`config.mk`:
```
export PLATFORM = sky130hd
export DESIGN_NAME = native_mem_initiator
export DESIGN_NICKNAME = d
export VERILOG_FILES = /design/src/rtl/native_mem_initiator.sv
export SDC_FILE = /design/constraint.sdc
export NUM_CORES = 1
export LEC_CHECK = 0
export CAP_MARGIN = 15
export CORE_MARGIN = 5
export CORE_UTILIZATION = 40
export CTS_CLUSTER_DIAMETER = 200
export DETAILED_ROUTE_END_ITERATION = 10
export PLACE_DENSITY = 0.79
export SETUP_SLACK_MARGIN = 0.3
export SLEW_MARGIN = 20
export SYNTH_ARGS = -nofsm -noshare
export SYNTH_HDL_FRONTEND = slang
export SYNTH_SLANG_ARGS = --single-unit
```
`constraint.sdc`:
```
create_clock -name clk -period 3.7 [get_ports clk]
set_clock_uncertainty 0.1 [all_clocks]
set_input_delay 0.555 -clock clk [delete_from_list [all_inputs] [get_ports clk]]
set_output_delay 0.555 -clock clk [all_outputs]
set_load 0.05 [all_outputs]
```
`src/rtl/native_mem_initiator.sv`:
```
// Native memory bus initiator: one outstanding command, misalignment and
// timeout errors, saturating error counter.
module native_mem_initiator #(
    parameter int unsigned TIMEOUT = 255
) (
    input  logic        clk,
    input  logic        reset,
    input  logic        cmd_valid,
    output logic        cmd_ready,
    input  logic        cmd_instr,
    input  logic [31:0] cmd_addr,
    input  logic [31:0] cmd_wdata,
    input  logic [3:0]  cmd_wstrb,
    output logic        rsp_valid,
    input  logic        rsp_ready,
    output logic [31:0] rsp_rdata,
    output logic        rsp_err,
    output logic        mem_valid,
    output logic        mem_instr,
    input  logic        mem_ready,
    output logic [31:0] mem_addr,
    output logic [31:0] mem_wdata,
    output logic [3:0]  mem_wstrb,
    input  logic [31:0] mem_rdata,
    output logic [7:0]  err_count
);

    typedef enum logic [1:0] {
        IDLE = 2'd0,
        REQ  = 2'd1,
        RESP = 2'd2
    } state_t;

    localparam logic [7:0] TMO_LAST = 8'(TIMEOUT - 32'd1);

    state_t      state_r, state_s;
    logic        cmd_ready_r, mem_valid_r, mem_instr_r;
    logic [31:0] mem_addr_r, mem_wdata_r, rsp_rdata_r;
    logic [3:0]  mem_wstrb_r;
    logic        rsp_valid_r, rsp_err_r;
    logic [7:0]  err_count_r, tmo_cnt_r;
    logic        accept_s, aligned_s, bus_ok_s, bus_tmo_s, rsp_done_s, err_rsp_s;

    function automatic logic [7:0] sat_inc(input logic [7:0] v);
        return (v == 8'hFF) ? v : v + 8'd1;
    endfunction

    assign aligned_s = (cmd_addr[1:0] == 2'b00);
    assign err_rsp_s = (accept_s && !aligned_s) || bus_tmo_s;

    // Next-state decode; ready wins over timeout in the last REQ cycle
    always_comb begin
        state_s    = state_r;
        accept_s   = 1'b0;
        bus_ok_s   = 1'b0;
        bus_tmo_s  = 1'b0;
        rsp_done_s = 1'b0;
        case (state_r)
            IDLE: begin
                if (cmd_valid && cmd_ready_r) begin
                    accept_s = 1'b1;
                    if (aligned_s) begin
                        state_s = REQ;
                    end else begin
                        state_s = RESP;
                    end
                end else begin
                    state_s = IDLE;
                end
            end
            REQ: begin
                if (mem_ready) begin
                    bus_ok_s = 1'b1;
                    state_s  = RESP;
                end else if (tmo_cnt_r == TMO_LAST) begin
                    bus_tmo_s = 1'b1;
                    state_s   = RESP;
                end else begin
                    state_s = REQ;
                end
            end
            RESP: begin
                if (rsp_valid_r && rsp_ready) begin
                    rsp_done_s = 1'b1;
                    state_s    = IDLE;
                end else begin
                    state_s = RESP;
                end
            end
            default: state_s = IDLE;
        endcase
    end

    // State register
    always_ff @(posedge clk) begin
        if (reset) begin
            state_r <= IDLE;
        end else begin
            state_r <= state_s;
        end
    end

    // Bus, response and error-count registers
    always_ff @(posedge clk) begin
        if (reset) begin
            cmd_ready_r <= 1'b0;
            mem_valid_r <= 1'b0;
            mem_instr_r <= 1'b0;
            mem_addr_r  <= 32'h0000_0000;
            mem_wdata_r <= 32'h0000_0000;
            mem_wstrb_r <= 4'b0000;
            tmo_cnt_r   <= 8'd0;
            rsp_valid_r <= 1'b0;
            rsp_err_r   <= 1'b0;
            rsp_rdata_r <= 32'h0000_0000;
            err_count_r <= 8'd0;
        end else begin
            cmd_ready_r <= (state_s == IDLE);
            if (accept_s && aligned_s) begin
                mem_valid_r <= 1'b1;
                mem_instr_r <= cmd_instr;
                mem_addr_r  <= cmd_addr;
                mem_wdata_r <= cmd_wdata;
                mem_wstrb_r <= cmd_wstrb;
                tmo_cnt_r   <= 8'd0;
            end else if (bus_ok_s || bus_tmo_s) begin
                mem_valid_r <= 1'b0;
                mem_wstrb_r <= 4'b0000;
            end else if (state_r == REQ) begin
                tmo_cnt_r <= tmo_cnt_r + 8'd1;
            end
            if (accept_s && !aligned_s) begin
                rsp_valid_r <= 1'b1;
                rsp_err_r   <= 1'b1;
                rsp_rdata_r <= 32'h0000_0000;
            end else if (bus_ok_s) begin
                rsp_valid_r <= 1'b1;
                rsp_err_r   <= 1'b0;
                rsp_rdata_r <= (mem_wstrb_r == 4'b0000) ? mem_rdata : 32'h0000_0000;
            end else if (bus_tmo_s) begin
                rsp_valid_r <= 1'b1;
                rsp_err_r   <= 1'b1;
                rsp_rdata_r <= 32'h0000_0000;
            end else if (rsp_done_s) begin
                rsp_valid_r <= 1'b0;
            end
            if (err_rsp_s) begin
                err_count_r <= sat_inc(err_count_r);
            end
        end
    end

    assign cmd_ready = cmd_ready_r;
    assign mem_valid = mem_valid_r;
    assign mem_instr = mem_instr_r;
    assign mem_addr  = mem_addr_r;
    assign mem_wdata = mem_wdata_r;
    assign mem_wstrb = mem_wstrb_r;
    assign rsp_valid = rsp_valid_r;
    assign rsp_err   = rsp_err_r;
    assign rsp_rdata = rsp_rdata_r;
    assign err_count = err_count_r;

endmodule

```
Word level (Yosys, flattened, before mapping)
Index checks and enable logic that the tools add are counted.

cells by class
  bitwise logic cells = 2
  reduce and logical (&&, ||, !) cells = 19
  equal/unequal tests = 4
  muxes and demuxes = 29
  add/subtract/negate cells = 2

operator list
  kind                                                              count
  32-bit 2-to-1 mux                                                 3
  1-bit 2-to-1 mux                                                  18
  8-bit by 1-bit adder with 8-bit output (second input constant)    2
  8-bit == test (second input constant)                             2
  2-bit 2-to-1 mux                                                  5
  4-bit 2-to-1 mux                                                  2
  2-bit logical NOT                                                 3
  2-bit case mux with 3 select lines                                1
  1-bit logical AND                                                 4
  4-bit logical NOT                                                 1
  2-bit AND reduction                                               2
  2-bit nonzero test                                                2
  4-bit nonzero test                                                1
  2-bit OR reduction                                                2
  3-bit nonzero test                                                1
  2-bit by 1-bit == test with 1-bit output (second input constant)  1
  2-bit == test (second input constant)                             1
  1-bit logical OR                                                  2
  1-bit inverter                                                    2
  1-bit logical NOT                                                 1

storage, ports and cells
  word-level logic and storage cells = 68
  bits of input ports = 106
  output and inout bits = 113
  register bits after elaboration = 123

Depth between registers and ports, before layout
Gate-level depths: netlist of the first run.

  word-level depth = 7
  mapped depth = 8
  mapped depth without buffers = 7

Worst setup path before layout of the first run
Ideal clock, no wire load.

  kind = reg-to-reg
  start point = register cmd_ready_r, in the netlist cmd_ready
  end point = register mem_addr_r[10], in the netlist mem_addr[10]
  buffers on the path = 3
  stages on the path, launching flop included = 8
  period minus slack after synthesis = 1.986 ns
  arrival = 1.753 ns
  setup time = 0.132 ns
  data required time = 3.468 ns
  setup slack = 1.714 ns
  path through = dfxtp_1 -> nand4bb_4 -> or3_1 -> clkbuf_1 -> buf_2 -> buf_2 -> nand2_1 -> a21oi_1

between the ends
  longest elaborated chain between the ends = 4

ends and longest elaborated chain
  element                 line  text
  from (decl)             37    logic cmd_ready_r, mem_valid_r, mem_instr_r;
  from (signal assigned)  118   cmd_ready_r <= (state_s == IDLE);
  1-bit logical AND       60    if (cmd_valid && cmd_ready_r) begin
  1-bit 2-to-1 mux        60
  1-bit 2-to-1 mux        58    case (state_r)
  1-bit logical AND       119   if (accept_s && aligned_s) begin
  to (signal assigned)    122   mem_addr_r <= cmd_addr;
  to (decl)               38    logic [31:0] mem_addr_r, mem_wdata_r, rsp_rdata_r;

No other way between the ends.
A chain may end at the register's enable or synchronous reset.

Worst setup path in the final report of the first run
  start point = register err_count_r[3], in the netlist err_count[3]
  end point = output port err_count[3]

RTL lines
  element                 line  text
  from (decl)             41    logic [7:0] err_count_r, tmo_cnt_r;
  from (signal assigned)  148   err_count_r <= sat_inc(err_count_r);
  to (decl)               25    output logic [7:0] err_count

No word-level cell between the ends.

==> flow_metrics.py, run 1 <==
metrics = {
    "outcome": {
        "status": "finished clean",
    },
    "detailed_routing": {
        "finalWirelength_um": 14100,
        "drt_iter0_drc": 324,
        "remaining_drc_errors": 0,
        "drt.antenna.violating_nets": 0,
        "length_of_the_first_detailed_routing_pass_in_iterations": 5,
        "dr_total_vias": 4458,
        "avgRoutedWirePerCell_um": 15.9,
        "detail_route.vias_per_cell": 5.05,
    },
    "pwr": {
        "p_leak_nw": 2.58,
        "clock_power_share_pct": 48.9,
        "internal_dissipation_mw": 2.57,
        "max-vdd-ir-drop_mv": 0.260,
        "power_switching_mw": 0.768,
        "netSwitchingFraction_pct": 23.0,
        "fin_total_pwr_mw": 3.34,
        "share_seq_of_total_power_pct": 41.0,
        "share_comb_of_total_power_pct": 10.2,
        "power-per-cell-area_mw_per_mm2": 455,
    },
    "setup_path": {
        "arrival_ps": 1800,
        "reg2regPathDepth": 5,
        "crit-reg2reg-capture": "mem_addr[10]",
        "timing_worst_setup_path_type": "register to output port",
        "critical_path.max_stage_delay_ps": 850,
        "crit_fanout": 6,
        "worst_path_dominant_cell_family": "buffers and inverters",
        "cp_num_buf_inv": 1,
        "worst_setup_path_start_kind": "register",
        "worstReg2RegStart": "state_r[1]",
        "critPathSlowestCell": "clkdlybuf4s50_1",
        "critPathCaptureType": "output port",
        "setup.reg_to_reg.worst_slack_ps": 1470,
        "ordered_cell_list_for_the_critical_path": "clkdlybuf4s50_1",
        "worst_path_required_time_ps": 3040,
        "worstSetupStartpoint": "err_count[3]",
    },
    "layout": {
        "fin_nets": 839,
        "layout_commonest_cell": "clkdlybuf4s50_1",
        "layout_common_cells": "217 x clkdlybuf4s50_1, 134 x nand2_1, 123 x dfxtp_1, 72 x a21oi_1, 53 x nor2_1",
        "antenna_diode_count": 0,
        "layout-area-overhead-vs-synth_pct": 63.9,
        "drive_gt1_share_pct": 6.59,
    },
    "place": {
        "hpwlAfterDp_um": 10200,
        "gp_routability_congestion": 0.817,
        "dpl_worst_slack_ps": 879,
        "io_buffers": 218,
    },
    "global_route": {
        "grt_use_met3_pct": 9.61,
        "grt_busiest_layer": "met2",
        "grt_overflow": 0,
        "grt_start_max_net_pins": 76,
        "grt_pass1_vias": 4504,
        "globalRouteMet2Util_pct": 35.8,
        "grt_use_total_pct": 20.7,
        "use_met1_pct": 22.3,
        "antenna_violations_before_repair": 0,
        "first_pass_grt_wire_length_um": 21800,
    },
    "clock_tree": {
        "number_of_h_tree_levels": 4,
        "clock_tree.root_cell": "clkbuf_8",
        "clock_tree.buffer_depth": 2,
        "clk_pin_slew_worst_setup_hold_paths_ps": 60,
        "latest_clock_arrival_within_the_worst_skew_pair_ps": 510,
        "post-cts-setup-buffers": 0,
        "cts_hold_buf": 0,
        "ctsResizeCount": 0,
        "cts_inserted_buffers": 17,
        "cts_num_sinks": 123,
        "tritoncts": "yes",
    },
    "yosys": {
        "synth_cell_types": 38,
        "syn_nets": 632,
        "register_bit_total_from_synthesis": 123,
        "syn-mean-instance-area_um2": 8.55,
        "syn_inst_count": 523,
        "seq_area_frac_synth_pct": 55.1,
        "yosysWarningCount": 0,
        "cell_area_after_synthesis_mm2": 0.00447,
    },
    "worst_hold_path": {
        "holdPathEnd": "state_r[0]",
        "holdCritPathClass": "primary input to register",
        "worst_hold_depth": 2,
        "hold_start": "reset",
    },
    "timing": {
        "achievable-frequency_ghz": 0.408,
        "timing.final.setup_violations": 0,
        "timing.slew.headroom_pct": 49.3,
        "rsz0062_at_grt": "no",
        "final_period_minus_worst_setup_slack_ps": 2450,
        "setup_tns_ps": 0,
        "final_critical_path_setup_slack_ps": 1250,
        "count_of_final_hold_check_violations": 0,
        "post-route-period-util_pct": 66.2,
        "tightest_slew_ps": 761,
        "final_max_slew_viol_count": 0,
    },
    "floorplanning": {
        "starting_utilization_of_the_core_area_pct": 41.1,
        "floorplan.rows": 38,
        "area_inside_the_core_boundary_mm2": 0.0109,
        "die_extent_in_x_um": 116,
        "pin_count": 219,
        "floorplan.die.height_um": 116,
        "dieArea_mm2": 0.0134,
    },
    "run": {
        "maxCapViolCount": 0,
    },
}
synthesized netlist by cell type, drive strengths merged:
cell	count	area (um2)
a211oi	3	22.5
a21oi	72	360
a22o	1	8.76
a22oi	32	240
a2bb2oi	4	35.0
a311oi	1	8.76
a41oi	1	16.3
and3	6	37.5
and4	2	17.5
buf	7	35.0
clkbuf	29	109
dfxtp	123	2460
ha	3	37.5
inv	3	11.3
nand2	134	503
nand2b	1	6.26
nand3	7	35.0
nand3b	1	7.51
nand4	4	25.0
nand4bb	1	27.5
nor2	54	210
nor2b	2	12.5
nor3	3	31.3
nor3b	1	7.51
nor4	1	6.26
o211ai	2	15.0
o21a	1	7.51
o21ai	6	33.8
or2	3	18.8
or3	5	31.3
or3b	1	11.3
xnor2	1	8.76
xor2	8	70.1
cells by family (layout without fill, tap and decap cells):
group / after synthesis / after routing / share of synthesized area (%)
compound gates: 123 / 123 / 16.7
xor+xnor: 9 / 9 / 1.76
fa+ha+maj: 3 / 3 / 0.840
buf+inv: 39 / 259 / 3.47
flops: 123 / 123 / 55.1
simple gates: 226 / 226 / 22.1
layer usage:
metal / part of all wire, % / vias up
li1: - / 2180
met1: 38 / 2078
met2: 50 / 174
met3: 10 / 26
met4: 2.0 / 0
met5: 0 / -
worst max-delay path by stage:
| stage | end | slack (ps) | cells past startpoint |
|---|---|---|---|
| 6_report | err_count[3] | 1250 | 1 |
| 4_1_cts | err_count[3] | 1220 | 1 |
| 5_1_grt | err_count[3] | 1150 | 1 |
| 2_1_floorplan | mem_addr[10] | 1710 | 7 |
| 3_5_place_dp | mem_addr[10] | 880 | 6 |
| 3_3_place_gp | mem_wdata[9] | 910 | 6 |
power by group through the flow:
stage                     Combinational [mW]  Sequential (mW)  Clock, mW
after floorplan                       0.0807             1.47          0
after global placement                 0.335             1.39          0
after detailed placement               0.340             1.39          0
after CTS                              0.342             1.37       1.67
after global routing                   0.358             1.37       1.74
final                                  0.339             1.37       1.63
through the flow:
stage | utilization (%) | hold WS, ps | cells | cell area (um2)
global route | 67.3 | 228 | 883 | 7330
floorplan | - | 382 | 523 | 4470
CTS | 67.3 | 210 | 883 | 7330
finish | 67.3 | 229 | 883 | 7330
detailed placement | 61.9 | 339 | 851 | 6740
global placement | 61.9 | 340 | 851 | 6740
area by class of cell:
type / count / area (um2)
fillers: 888 / 3560
flip-flops and latches: 123 / 2460
repair buffers: 224 / 2220
multi-input cells: 361 / 1860
clock buffers: 21 / 449
well taps: 140 / 175
clock inverters: 11 / 144
inverters: 3 / 11.3
registers in the layout, indices dropped and copies added, names as in the netlist:
name,flops
mem_addr,32
mem_wdata,32
rsp_rdata,32
err_count,8
tmo_cnt_r,8
mem_wstrb,4
state_r,2
cmd_ready,1
mem_instr,1
mem_valid,1
rsp_err,1
rsp_valid,1
(Power assumes the default switching activity.)
==> run 2, diff against run 1 <==
- clock period: 3.7 -> 2.33 ns (I/O delays scaled with it)
==> run 2 against run 1 <==
Net effect: worst setup slack worse by 870 ps; wire length is 1.1% lower; die area stayed put; via count is 0.16% lower; register-to-register slack worse by 1000 ps; power is 59% higher; non-clock buffer count is 9 higher; largest power group unchanged; critical path type unchanged; critical path depth stayed put; cell area is 0.15% lower.
==> flow_metrics.py, run 2 (synthesis gave the netlist of run 1 again) <==
metrics = {
    "outcome": {
        "status": "finished clean",
    },
    "setup_path": {
        "reg2regPathDepth": 7,
        "crit_fanout": 6,
        "ordered_cell_list_for_the_critical_path": "dlygate4sd2_1",
        "critical_path.max_stage_delay_ps": 560,
        "worst_path_dominant_cell_family": "buffers and inverters",
        "setup.reg_to_reg.worst_slack_ps": 430,
        "worst_path_required_time_ps": 1880,
        "worst_setup_path_start_kind": "register",
        "cp_num_buf_inv": 1,
        "timing_worst_setup_path_type": "register to output port",
        "critPathSlowestCell": "dlygate4sd2_1",
        "path_depth": 1,
        "critPathCaptureType": "output port",
        "arrival_ps": 1500,
    },
    "detailed_routing": {
        "dr_total_vias": 4451,
        "drt_iter0_drc": 326,
        "length_of_the_first_detailed_routing_pass_in_iterations": 6,
        "drt.antenna.violating_nets": 0,
        "remaining_drc_errors": 0,
        "finalWirelength_um": 13900,
        "avgRoutedWirePerCell_um": 15.6,
        "detail_route.vias_per_cell": 5.00,
    },
    "timing": {
        "tightest_slew_ps": 630,
        "achievable-frequency_ghz": 0.513,
        "final_critical_path_setup_slack_ps": 379,
        "count_of_final_hold_check_violations": 0,
        "final_max_slew_viol_count": 0,
        "timing.final.setup_violations": 0,
        "post-route-period-util_pct": 83.7,
        "setup_tns_ps": 0,
        "timing.slew.headroom_pct": 58.0,
        "rsz0062_at_grt": "no",
        "final_period_minus_worst_setup_slack_ps": 1950,
    },
    "clock_tree": {
        "cts_inserted_buffers": 17,
        "cts_num_sinks": 123,
        "tritoncts": "yes",
        "clk_pin_slew_worst_setup_hold_paths_ps": 50,
        "number_of_h_tree_levels": 4,
        "clock_tree.root_cell": "clkbuf_8",
        "cts_hold_buf": 0,
        "clock_tree.buffer_depth": 2,
        "latest_clock_arrival_within_the_worst_skew_pair_ps": 500,
    },
    "layout": {
        "layout_commonest_cell": "nand2_1",
        "layout_common_cells": "134 x nand2_1, 122 x dfxtp_1, 113 x dlygate4sd2_1, 104 x clkdlybuf4s50_1, 72 x a21oi_1",
        "antenna_diode_count": 0,
        "layout-area-overhead-vs-synth_pct": 63.7,
        "storage_cell_area_mm2": 0.00246,
        "drive_gt1_share_pct": 7.86,
        "multiInputGateArea_mm2": 0.00186,
        "fillerInstances": 869,
        "fin_nets": 848,
    },
    "pwr": {
        "p_leak_nw": 3.17,
        "max-vdd-ir-drop_mv": 0.422,
        "power-per-cell-area_mw_per_mm2": 727,
    },
    "run": {
        "maxCapViolCount": 0,
    },
    "global_route": {
        "grt_pass1_vias": 4348,
        "antenna_violations_before_repair": 0,
        "grt_start_max_net_pins": 62,
        "grt_use_total_pct": 20.2,
        "grt_overflow": 0,
        "first_pass_grt_wire_length_um": 21500,
    },
    "floorplanning": {
        "die_extent_in_x_um": 116,
        "starting_utilization_of_the_core_area_pct": 41.1,
        "floorplan.die.height_um": 116,
        "dieArea_mm2": 0.0134,
        "area_inside_the_core_boundary_mm2": 0.0109,
        "floorplan.rows": 38,
        "pin_count": 219,
    },
    "place": {
        "hpwlAfterDp_um": 10300,
        "gp_routability_congestion": 0.820,
        "io_buffers": 218,
        "dpl_worst_slack_ps": 81.1,
    },
    "worst_hold_path": {
        "holdCritPathClass": "primary input to register",
        "worst_hold_depth": 2,
    },
}
## run 2: metal layers
| layer | global-route usage (%) | part of all wire, % |
|---|---|---|
| met5 | 0 | 0 |
| met4 | 6.03 | 1.2 |
| met3 | 9.24 | 10 |
| met2 | 35.9 | 51 |
| met1 | 21.6 | 37 |
## run 2: area by class of cell
cell class | count | share of cell area, %
flip-flops and latches | 123 | 33.7
multi-input cells | 361 | 25.5
repair buffers | 233 | 30.1
clock inverters | 10 | 1.93
inverters | 3 | 0.154
clock buffers | 21 | 6.28
well taps | 140 | 2.39
## run 2: timing repair
action	4_1_cts	5_1_grt
endpoints found under the setup margin	113	1
resized for setup	113	2
setup buffers	0	0
gates cloned	0	0
pin swaps	0	0
## run 2: power breakdown
part / internal (mW) / total [mW] / switching, mW
sequential: 2.14 / 2.17 / 0.0251
combinational: 0.251 / 0.535 / 0.284
clock: 1.71 / 2.62 / 0.911
total: 4.10 / 5.32 / 1.22
## run 2: final timing paths
check | to | from
setup / recovery | err_count[3] | err_count[3]
hold reg to reg | mem_addr[1] | mem_addr[1]
setup reg to reg | cmd_ready | tmo_cnt_r[1]
hold / removal | mem_wstrb[2] | reset
## run 2: through the flow
step	hold WS [ps]	power [mW]	util [%]	cell area (um2)	cells
after global placement	318	2.77	62.9	6850	860
after detailed placement	320	2.78	62.9	6850	860
final	60.4	5.32	67.2	7320	891
after CTS	41.4	5.38	67.2	7310	891
after floorplan	349	2.47	-	4470	523
after global routing	46.8	5.52	67.2	7320	891
==> run 3, diff against run 2 <==
- CORE_UTILIZATION: 40 -> 36
- PLACE_DENSITY: 0.79 -> 0.76
- clock period: 2.33 -> 1.7 ns (I/O delays scaled with it)
==> run 3 against run 2 <==
Net effect: the run now ends with setup timing left; wire length grew 43%; worst setup slack lost 420 ps; first-iteration DRC count shrank 2.1%; flip-flop and latch count is the same; cell count grew 10%; die area grew 10%; core utilization grew 9.0 points; critical endpoint is now err_count[4]; highest routed layer unchanged.
==> flow_metrics.py, run 3 (synthesis gave the netlist of run 1 again) <==
metrics = {
    "detailed_routing": {
        "drt.antenna.violating_nets": 0,
        "dr_total_vias": 5070,
        "avgRoutedWirePerCell_um": 20.2,
        "finalWirelength_um": 19800,
        "drt_iter0_drc": 319,
        "length_of_the_first_detailed_routing_pass_in_iterations": 4,
        "detail_route.vias_per_cell": 5.16,
        "remaining_drc_errors": 0,
    },
    "clock_tree": {
        "latest_clock_arrival_within_the_worst_skew_pair_ps": 410,
        "cts_hold_buf": 0,
        "clock_tree.root_cell": "clkbuf_16",
        "tritoncts": "yes",
        "cts_inserted_buffers": 17,
        "number_of_h_tree_levels": 4,
        "clock_tree.buffer_depth": 2,
        "cts_num_sinks": 123,
        "clk_pin_slew_worst_setup_hold_paths_ps": 50,
    },
    "floorplanning": {
        "floorplan.rows": 40,
        "dieArea_mm2": 0.0147,
        "starting_utilization_of_the_core_area_pct": 36.9,
        "die_extent_in_x_um": 121,
        "floorplan.die.height_um": 121,
        "pin_count": 219,
        "area_inside_the_core_boundary_mm2": 0.0121,
    },
    "outcome": {
        "status": "finished with violations",
        "failed_checks": "setup timing",
    },
    "setup_path": {
        "setup.reg_to_reg.worst_slack_ps": -40,
        "timing_worst_setup_path_type": "register to register",
        "crit-reg2reg-capture": "err_count[4]",
        "reg2regPathDepth": 5,
        "worstSetupStartpoint": "state_r[0]",
        "crit_fanout": 7,
        "worst_setup_path_start_kind": "register",
        "crit_end": "err_count[4]",
        "worst_path_required_time_ps": 1940,
        "critPathCaptureType": "register",
        "arrival_ps": 1980,
        "worstReg2RegStart": "state_r[0]",
    },
    "layout": {
        "fin_nets": 910,
        "fillerInstances": 810,
        "antenna_diode_count": 0,
        "post-route-util_pct": 76.2,
        "drive_gt1_share_pct": 53.2,
        "layout-area-overhead-vs-synth_pct": 106,
        "post-route-cell-area_mm2": 0.00923,
        "multiInputGateArea_mm2": 0.00282,
        "layout_commonest_cell": "buf_4",
        "layout_common_cells": "136 x buf_4, 103 x clkdlybuf4s50_1, 102 x dfxtp_1, 81 x nand2_1, 51 x a21oi_2",
        "storage_cell_area_mm2": 0.00251,
    },
    "timing": {
        "timing.slew.headroom_pct": 64.9,
        "rsz0062_at_grt": "yes",
        "final_critical_path_setup_slack_ps": -44.7,
        "count_of_final_hold_check_violations": 0,
        "tightest_slew_ps": 527,
        "tightest_hold_margin_ps": 58.2,
        "timing.final.setup_violations": 15,
        "final_max_slew_viol_count": 0,
        "post-route-period-util_pct": 103,
        "achievable-frequency_ghz": 0.573,
        "final_period_minus_worst_setup_slack_ps": 1740,
    },
    "place": {
        "io_buffers": 218,
        "post_place_cell_area_mm2": 0.00696,
        "hpwlAfterDp_um": 10400,
        "gp_routability_congestion": 0.774,
    },
    "global_route": {
        "grt_overflow": 0,
        "first_pass_grt_wire_length_um": 27200,
        "antenna_violations_before_repair": 0,
        "grt_use_total_pct": 23.9,
        "grt_pass1_vias": 5069,
        "grt_start_max_net_pins": 33,
    },
    "pwr": {
        "p_leak_nw": 3.76,
        "power-per-cell-area_mw_per_mm2": 812,
        "max-vdd-ir-drop_mv": 0.514,
    },
    "run": {
        "maxCapViolCount": 0,
    },
    "worst_hold_path": {
        "holdCritPathClass": "primary input to register",
    },
}
==> run 3: cell types whose count changed in the layout (fill, tap and decap cells not counted), sizes merged <==
cell           delta
clkinvlp          -5
clkinv            +5
clkbuf           +11
buf             +167
clkdlybuf4s50     -1
or3               +1
bufinv            -3
dlygate4sd2     -112
==> run 3: power breakdown <==
part	total, mW	switching [mW]	internal [mW]	leakage, nW
Clock	3.39	1.27	2.13	0.287
Combinational	1.13	0.568	0.558	2.47
Sequential	2.97	0.0401	2.93	1.01
==> run 3: layout make-up <==
type	count	share of cell area, %
multi-input combinational	362	30.5
timing repair buffer	294	33.8
clock inverter	7	0.380
inverter	3	0.149
sequential	123	27.2
clock buffer	25	5.71
tap	168	2.28
==> run 3: timing repair <==
action | CTS | global route
endpoints found under the setup margin | 124 | 125
pin swaps | 29 | 50
cloned | 17 | 7
buffers inserted | 25 | 4
gates resized for setup | 137 | 104
==> run 3: metal layers <==
layer | GRT usage (%) | vias to the layer above | routed length (um)
met5 | 0 | - | 0
met4 | 8.89 | 0 | 559
met3 | 7.97 | 44 | 1550
met2 | 40.9 | 213 | 9930
met1 | 27.7 | 2467 | 7810
li1 | - | 2346 | -
==> run 3: worst min-delay path by stage <==
stage / start / end / slack [ps] / cells after the start
after global routing: reset / mem_addr[11] / 70 / 2
final: reset / mem_addr[11] / 60 / 2
after global placement: mem_addr[0] / mem_addr[0] / 320 / 2
after floorplan: mem_ready / rsp_err / 250 / 1
after CTS: reset / mem_addr[11] / 50 / 2
after detailed placement: mem_addr[0] / mem_addr[0] / 320 / 2
==> run 3: worst max-delay path, cell delays in order (launching register included) <==
cell	delay (ps)
dfxtp_2	340
or3b_4	430
nor3_4	230
o21ai_4	110
or3_1	340
a21oi_2	130
==> run 3: metrics by stage <==
| step | total power [mW] | instances | setup WS (ps) | setup TNS [ps] |
|---|---|---|---|---|
| 3_5_place_dp | 3.82 | 897 | -407 | -36180 |
| 4_1_cts | 7.41 | 971 | -8.00 | -8.00 |
| 2_1_floorplan | 3.41 | 523 | 33.9 | 0 |
| 3_3_place_gp | 3.80 | 897 | -402 | -33890 |
| 5_1_grt | 7.71 | 982 | -123 | -4700 |
| 6_report | 7.49 | 982 | -44.7 | -258 |
